## config.mk

```make
export PLATFORM = sky130hd
export DESIGN_NAME = ex_data_fifo_rd_packer
export DESIGN_NICKNAME = d
export VERILOG_FILES = /design/src/rtl/ex_data_fifo_rd_packer.sv
export SDC_FILE = /design/constraint.sdc
export NUM_CORES = 1
export LEC_CHECK = 0
export ABC_AREA = 0
export BUFFER_PORTS_ARGS = -buffer_cell sky130_fd_sc_hd__buf_2
export CAP_MARGIN = 25
export CORE_MARGIN = 1
export CORE_UTILIZATION = 49
export DETAILED_ROUTE_END_ITERATION = 8
export HOLD_SLACK_MARGIN = 0.05
export PLACE_DENSITY = 0.76
export SLEW_MARGIN = 10
export SYNTH_ARGS = -nofsm -noshare
export SYNTH_HDL_FRONTEND = slang
export SYNTH_SLANG_ARGS = --single-unit
```

## constraint.sdc

```tcl
create_clock -name clk -period 2.2 [get_ports clk]
set_clock_uncertainty 0.2 [all_clocks]
set_input_delay 0.44 -clock clk [delete_from_list [all_inputs] [get_ports clk]]
set_output_delay 0.44 -clock clk [all_outputs]
set_load 0.01 [all_outputs]
```

## src/rtl/ex_data_fifo_rd_packer.sv

```systemverilog
// ex_data_fifo_rd_packer
// Drains bytes from a show-ahead FIFO and packs them little-endian into
// words on a valid/ready output port. A flush pulse closes the current
// frame, either by emitting a partial word or by tagging the word that is
// already waiting on the output, and marks that word as the frame's last.
module ex_data_fifo_rd_packer #(
  parameter int BYTE_W     = 8,
  parameter int WORD_BYTES = 4,
  parameter int CNT_W      = 16
) (
  input  logic                         clk,
  input  logic                         rst,
  output logic                         fifo_rd_en,
  input  logic                         fifo_rd_vld,
  input  logic [BYTE_W-1:0]            fifo_rd_data,
  input  logic                         flush,
  output logic                         out_vld,
  input  logic                         out_rdy,
  output logic [BYTE_W*WORD_BYTES-1:0] out_data,
  output logic [WORD_BYTES-1:0]        out_keep,
  output logic                         out_last,
  output logic [CNT_W-1:0]             word_cnt
);

  localparam int WORD_W = BYTE_W * WORD_BYTES;
  localparam int IDX_W  = (WORD_BYTES > 1) ? $clog2(WORD_BYTES) : 1;
  localparam logic [IDX_W-1:0] IDX_LAST = IDX_W'(WORD_BYTES - 1);

  // Architectural state
  logic [WORD_W-1:0]     acc;
  logic [IDX_W-1:0]      idx;
  logic                  flush_pend;

  // Next-state values
  logic [WORD_W-1:0]     acc_nxt;
  logic [IDX_W-1:0]      idx_nxt;
  logic                  flush_pend_nxt;
  logic                  out_vld_nxt;
  logic [WORD_W-1:0]     out_data_nxt;
  logic [WORD_BYTES-1:0] out_keep_nxt;
  logic                  out_last_nxt;
  logic [CNT_W-1:0]      word_cnt_nxt;

  // Intermediate values: assembly state after this cycle's byte, if any
  logic                  out_free;
  logic                  at_last;
  logic                  pop;
  logic                  close_req;
  logic                  held_word;
  logic [WORD_W-1:0]     acc_b;
  logic [IDX_W-1:0]      idx_b;
  logic                  word_full;
  logic [WORD_W-1:0]     part_data;
  logic [WORD_BYTES-1:0] part_keep;

  // The output register can take a new word when it is empty or being
  // drained this cycle; a word "held" is one that stays put this cycle.
  assign out_free  = !out_vld | out_rdy;
  assign held_word = out_vld & !out_rdy;
  assign at_last   = (idx == IDX_LAST);

  // Pop whenever a byte is available, unless a close is pending or the
  // byte would complete a word that has nowhere to go. No path from data.
  assign fifo_rd_en = fifo_rd_vld & !rst & !flush_pend & !(at_last & !out_free);
  assign pop        = fifo_rd_en & fifo_rd_vld;

  // A new flush is folded into a pending one; both mean "close the frame".
  assign close_req  = flush | flush_pend;

  // Merge this cycle's byte (if popped) into the assembly register.
  always_comb begin
    acc_b     = acc;
    idx_b     = idx;
    word_full = 1'b0;
    if (pop) begin
      acc_b[idx*BYTE_W +: BYTE_W] = fifo_rd_data;
      if (at_last) begin
        idx_b     = '0;
        word_full = 1'b1;
      end else begin
        idx_b     = idx + 1'b1;
      end
    end
  end

  // Build the partial word: bytes below idx_b are valid, the rest are zero.
  always_comb begin
    part_data = '0;
    part_keep = '0;
    for (int i = 0; i < WORD_BYTES; i++) begin
      if (i < int'(idx_b)) begin
        part_keep[i]                 = 1'b1;
        part_data[i*BYTE_W +: BYTE_W] = acc_b[i*BYTE_W +: BYTE_W];
      end
    end
  end

  // Next-state logic: word completion, flush servicing and word counting.
  always_comb begin
    acc_nxt        = acc_b;
    idx_nxt        = idx_b;
    flush_pend_nxt = flush_pend;
    out_vld_nxt    = held_word;
    out_data_nxt   = out_data;
    out_keep_nxt   = out_keep;
    out_last_nxt   = out_last;
    word_cnt_nxt   = word_cnt + CNT_W'(out_vld & out_rdy);

    // A completed word always finds the output free (pop rule guarantees it).
    if (word_full) begin
      out_vld_nxt  = 1'b1;
      out_data_nxt = acc_b;
      out_keep_nxt = '1;
      out_last_nxt = 1'b0;
    end

    if (close_req) begin
      if (idx_b != '0) begin
        // Bytes are left over: ship them as a short last word once the
        // output register is free, otherwise stop popping and wait.
        if (out_free) begin
          out_vld_nxt    = 1'b1;
          out_data_nxt   = part_data;
          out_keep_nxt   = part_keep;
          out_last_nxt   = 1'b1;
          idx_nxt        = '0;
          flush_pend_nxt = 1'b0;
        end else begin
          flush_pend_nxt = 1'b1;
        end
      end else begin
        // Word boundary: tag the fresh or still-waiting word as last; with
        // nothing in the output register the flush is simply dropped.
        if (word_full || held_word) begin
          out_last_nxt = 1'b1;
        end
        flush_pend_nxt = 1'b0;
      end
    end
  end

  // State registers with synchronous reset; a reset discards any bytes
  // already assembled but leaves the FIFO itself alone.
  always_ff @(posedge clk) begin
    if (rst) begin
      acc        <= '0;
      idx        <= '0;
      flush_pend <= 1'b0;
      out_vld    <= 1'b0;
      out_data   <= '0;
      out_keep   <= '0;
      out_last   <= 1'b0;
      word_cnt   <= '0;
    end else begin
      acc        <= acc_nxt;
      idx        <= idx_nxt;
      flush_pend <= flush_pend_nxt;
      out_vld    <= out_vld_nxt;
      out_data   <= out_data_nxt;
      out_keep   <= out_keep_nxt;
      out_last   <= out_last_nxt;
      word_cnt   <= word_cnt_nxt;
    end
  end

endmodule

```

==> impl_metrics.toml <==
[global_routing]
grt_usage_pct = 23.3
grt-ovfl-total = 0
antenna_found_initial = 0
grt_start_max_net_pins = 28
grt_pass1_vias = 2922
grt_pass1_wl_um = 13900

[placement]
gp_congestion = 0.919
place_hpwl_um = 6100
portBuffers = 67

[synth]
synth_edf_count = 0
ys_ff_latch = 89
syn_inst = 387
ys_seq_area_share_pct = 48.7
postSynth.asyncResetShare_pct = 0
synth_top_area_share_pct = 48.7
yosysWarnings = 0
synth.area.top_cells = "dfxtp_1 49%, nor2_1 5.2%, nand2_1 3.5%"
synth_largest_area_cell = "dfxtp_1"
synth.most_common_cell = "dfxtp_1"
syn_nets = 408
ys.flop_type = "dfxtp_1"
syn-cell-area_um2 = 3660
netlist_top_cells_count = "89 x dfxtp_1, 51 x nor2_1, 34 x nand2_1, 14 x a22o_1, 13 x and3_1"
avgSynthCellArea_um2 = 9.45
synth_cell_types = 53

[route]
viasPerCell = 5.32
wire_per_inst_um = 15.1
drt-pass1-iter-count = 4
wl_um = 9010
drc = 0
drtIter0Drc = 161
vias = 3175
ant_nets = 0

[clocking]
cts_buffers = 9
cts_tree = "done"
clkTransAtPathRegs_ns = 0.09
cts_root_buffer = "clkbuf_8"
clk_latency_ns = 0.37
htree_num_levels = 3
cts_max_path_buffers = 2
clock-sinks = 89

[setup_path]
crit_type = "register to primary output"
slowest_delay_ns = 0.36
crit_top_cell = "buf_6"
end_kind = "primary output"
r2r_start = "idx[0]"
crit_chain = "buf_6, ha_4, and3b_4, nand2b_4, inv_4, buf_6, buf_6"
cp_top_family = "buffers and inverters"
cp_slowest_cell = "dfxtp_2"
reg2reg_depth = 10
cp.arrival_ns = 1.62
required_ns = 1.56
crit_path_start = "idx[0]"
rrSetupSlack_ns = 0.01
reg2reg_to = "out_data[3]"
cp-start-kind = "register"
worst-path-buf-inv = 4
path_max_fanout = 6

[floorplanning]
rows = 31
die_x_um = 88.4
dieArea_um2 = 7810
num_io_pins = 68
die_h_um = 88.4
start_util_pct = 50.7
coreArea_um2 = 7210

[power]
leakagePower_nw = 2.06
ir_worst_vdd_mv = 0.359
power_density_nw_per_um2 = 621

[final_layout]
final_util_pct = 66.0
drive_gt1_share_pct = 35.5
final_nets = 514
syn2layout_area_growth_pct = 30.2
antenna_cells = 0

[worst_hold_path]
min_path_type = "primary input to register"
worstHoldPathCells = 3
min_to = "acc[10]"
min_from = "fifo_rd_data[2]"

[timing]
rsz0062_at_grt = "true"
worst_pin_slew_ns = 0.409
fin_crit_sh_pct = 103
slew_violations = 0
period_minus_slack_ns = 2.26
whs_ns = 0.197
timing.fmax_ghz = 0.442
max_slew_margin_pct = 72.5
hold_viol_final = 0
setup_viol_count_final = 1
setup_slack_ns = -0.0622

[job]
cap_violations = 0

[outcome]
status = "finished, violations left"
violations = "negative setup slack"
==> timing repair <==
item | in CTS | in global routing
pin swaps | 3 | 6
hold buffers | 0 | 0
setup buffers | 5 | 3
setup endpoints to repair | 26 | 31
hold endpoints to repair | 0 | 0
resized for setup | 10 | 28
cloned | 0 | 1
==> layer usage <==
metal  vias to the layer above  routed length [µm]  track usage, %
li1                       1567                   -               -
met1                      1506                4110            31.0
met2                        90                4260            36.9
met3                        12                 502            5.22
met4                         0                 139            9.24
met5                         -                   0               0
==> report_power, final <==
part / leakage, nW / total [mW] / switching, mW / internal (mW)
Combinational: 1.25 / 0.245 / 0.142 / 0.104
Clock: 0.0984 / 1.08 / 0.578 / 0.501
Sequential: 0.718 / 1.63 / 0.00755 / 1.63
Total: 2.06 / 2.96 / 0.727 / 2.23
==> worst register-to-register path, cell delays in order (launching register included) <==
cell and delay (ns):
dfxtp_2 0.36, buf_6 0.11, ha_4 0.17, and3b_4 0.21, buf_6 0.12, nor3b_4 0.04
buf_4 0.17, buf_4 0.16, nand3_1 0.11, o21ai_0 0.14, mux2_4 0.29
==> registers in the layout (all words and copies together) (netlist names) <==
name / count
out_last: 1
out_vld: 1
out_data: 32
out_keep: 4
acc: 32
word_cnt: 16
idx: 2
flush_pend: 1
==> how the worst max path moves through the flow <==
stage	to	cells past startpoint
finish	fifo_rd_en	7
floorplan	out_data[0]	9
global placement	out_data[19]	7
global route	fifo_rd_en	7
CTS	fifo_rd_en	7
detailed placement	out_data[21]	7
==> kinds of logic (layout without fill, tap and decap cells) <==
| logic type | after synthesis | after routing | synth area share [%] |
|---|---|---|---|
| compound gates | 76 | 77 | 14.6 |
| xor+xnor | 14 | 14 | 3.35 |
| fa+ha+maj | 8 | 8 | 2.74 |
| buf+inv | 30 | 140 | 4.11 |
| flops | 89 | 89 | 48.7 |
| mux | 10 | 10 | 3.32 |
| simple gates | 160 | 160 | 23.2 |
==> metrics by stage <==
stage	std cells	setup TNS (ns)	total power, mW	cell area [µm²]	worst slack, ns
6_report	597	-0.0622	2.96	4760	-0.0622
5_1_grt	597	-0.504	3.05	4760	-0.112
4_1_cts	593	-0.0308	2.93	4590	-0.0308
3_5_place_dp	572	-3.94	1.87	4310	-0.243
3_3_place_gp	572	-1.60	1.86	4310	-0.0901
2_1_floorplan	387	0	1.79	3660	0.00151
==> placed cells by master, fill, tap and decap left out, drive strengths merged, types with 9 or more instances in the layout <==
cell type,instances
a22o,14
nand4,11
o21ai,24
xor2,10
clkbuf,12
and3,13
buf,114
nor2,51
inv,9
nand3,12
nor2b,11
nand2,34
a21oi,11
dfxtp,89
==> cell type report <==
| class | count | area (µm²) |
|---|---|---|
| repair buffers | 114 | 731 |
| multi-input cells | 269 | 1890 |
| fillers | 588 | 2450 |
| flip-flops and latches | 89 | 1780 |
| well taps | 99 | 124 |
| clock inverters | 4 | 26.3 |
| inverters | 10 | 40.0 |
| clock buffers | 12 | 165 |
(Power assumes the default switching activity.)
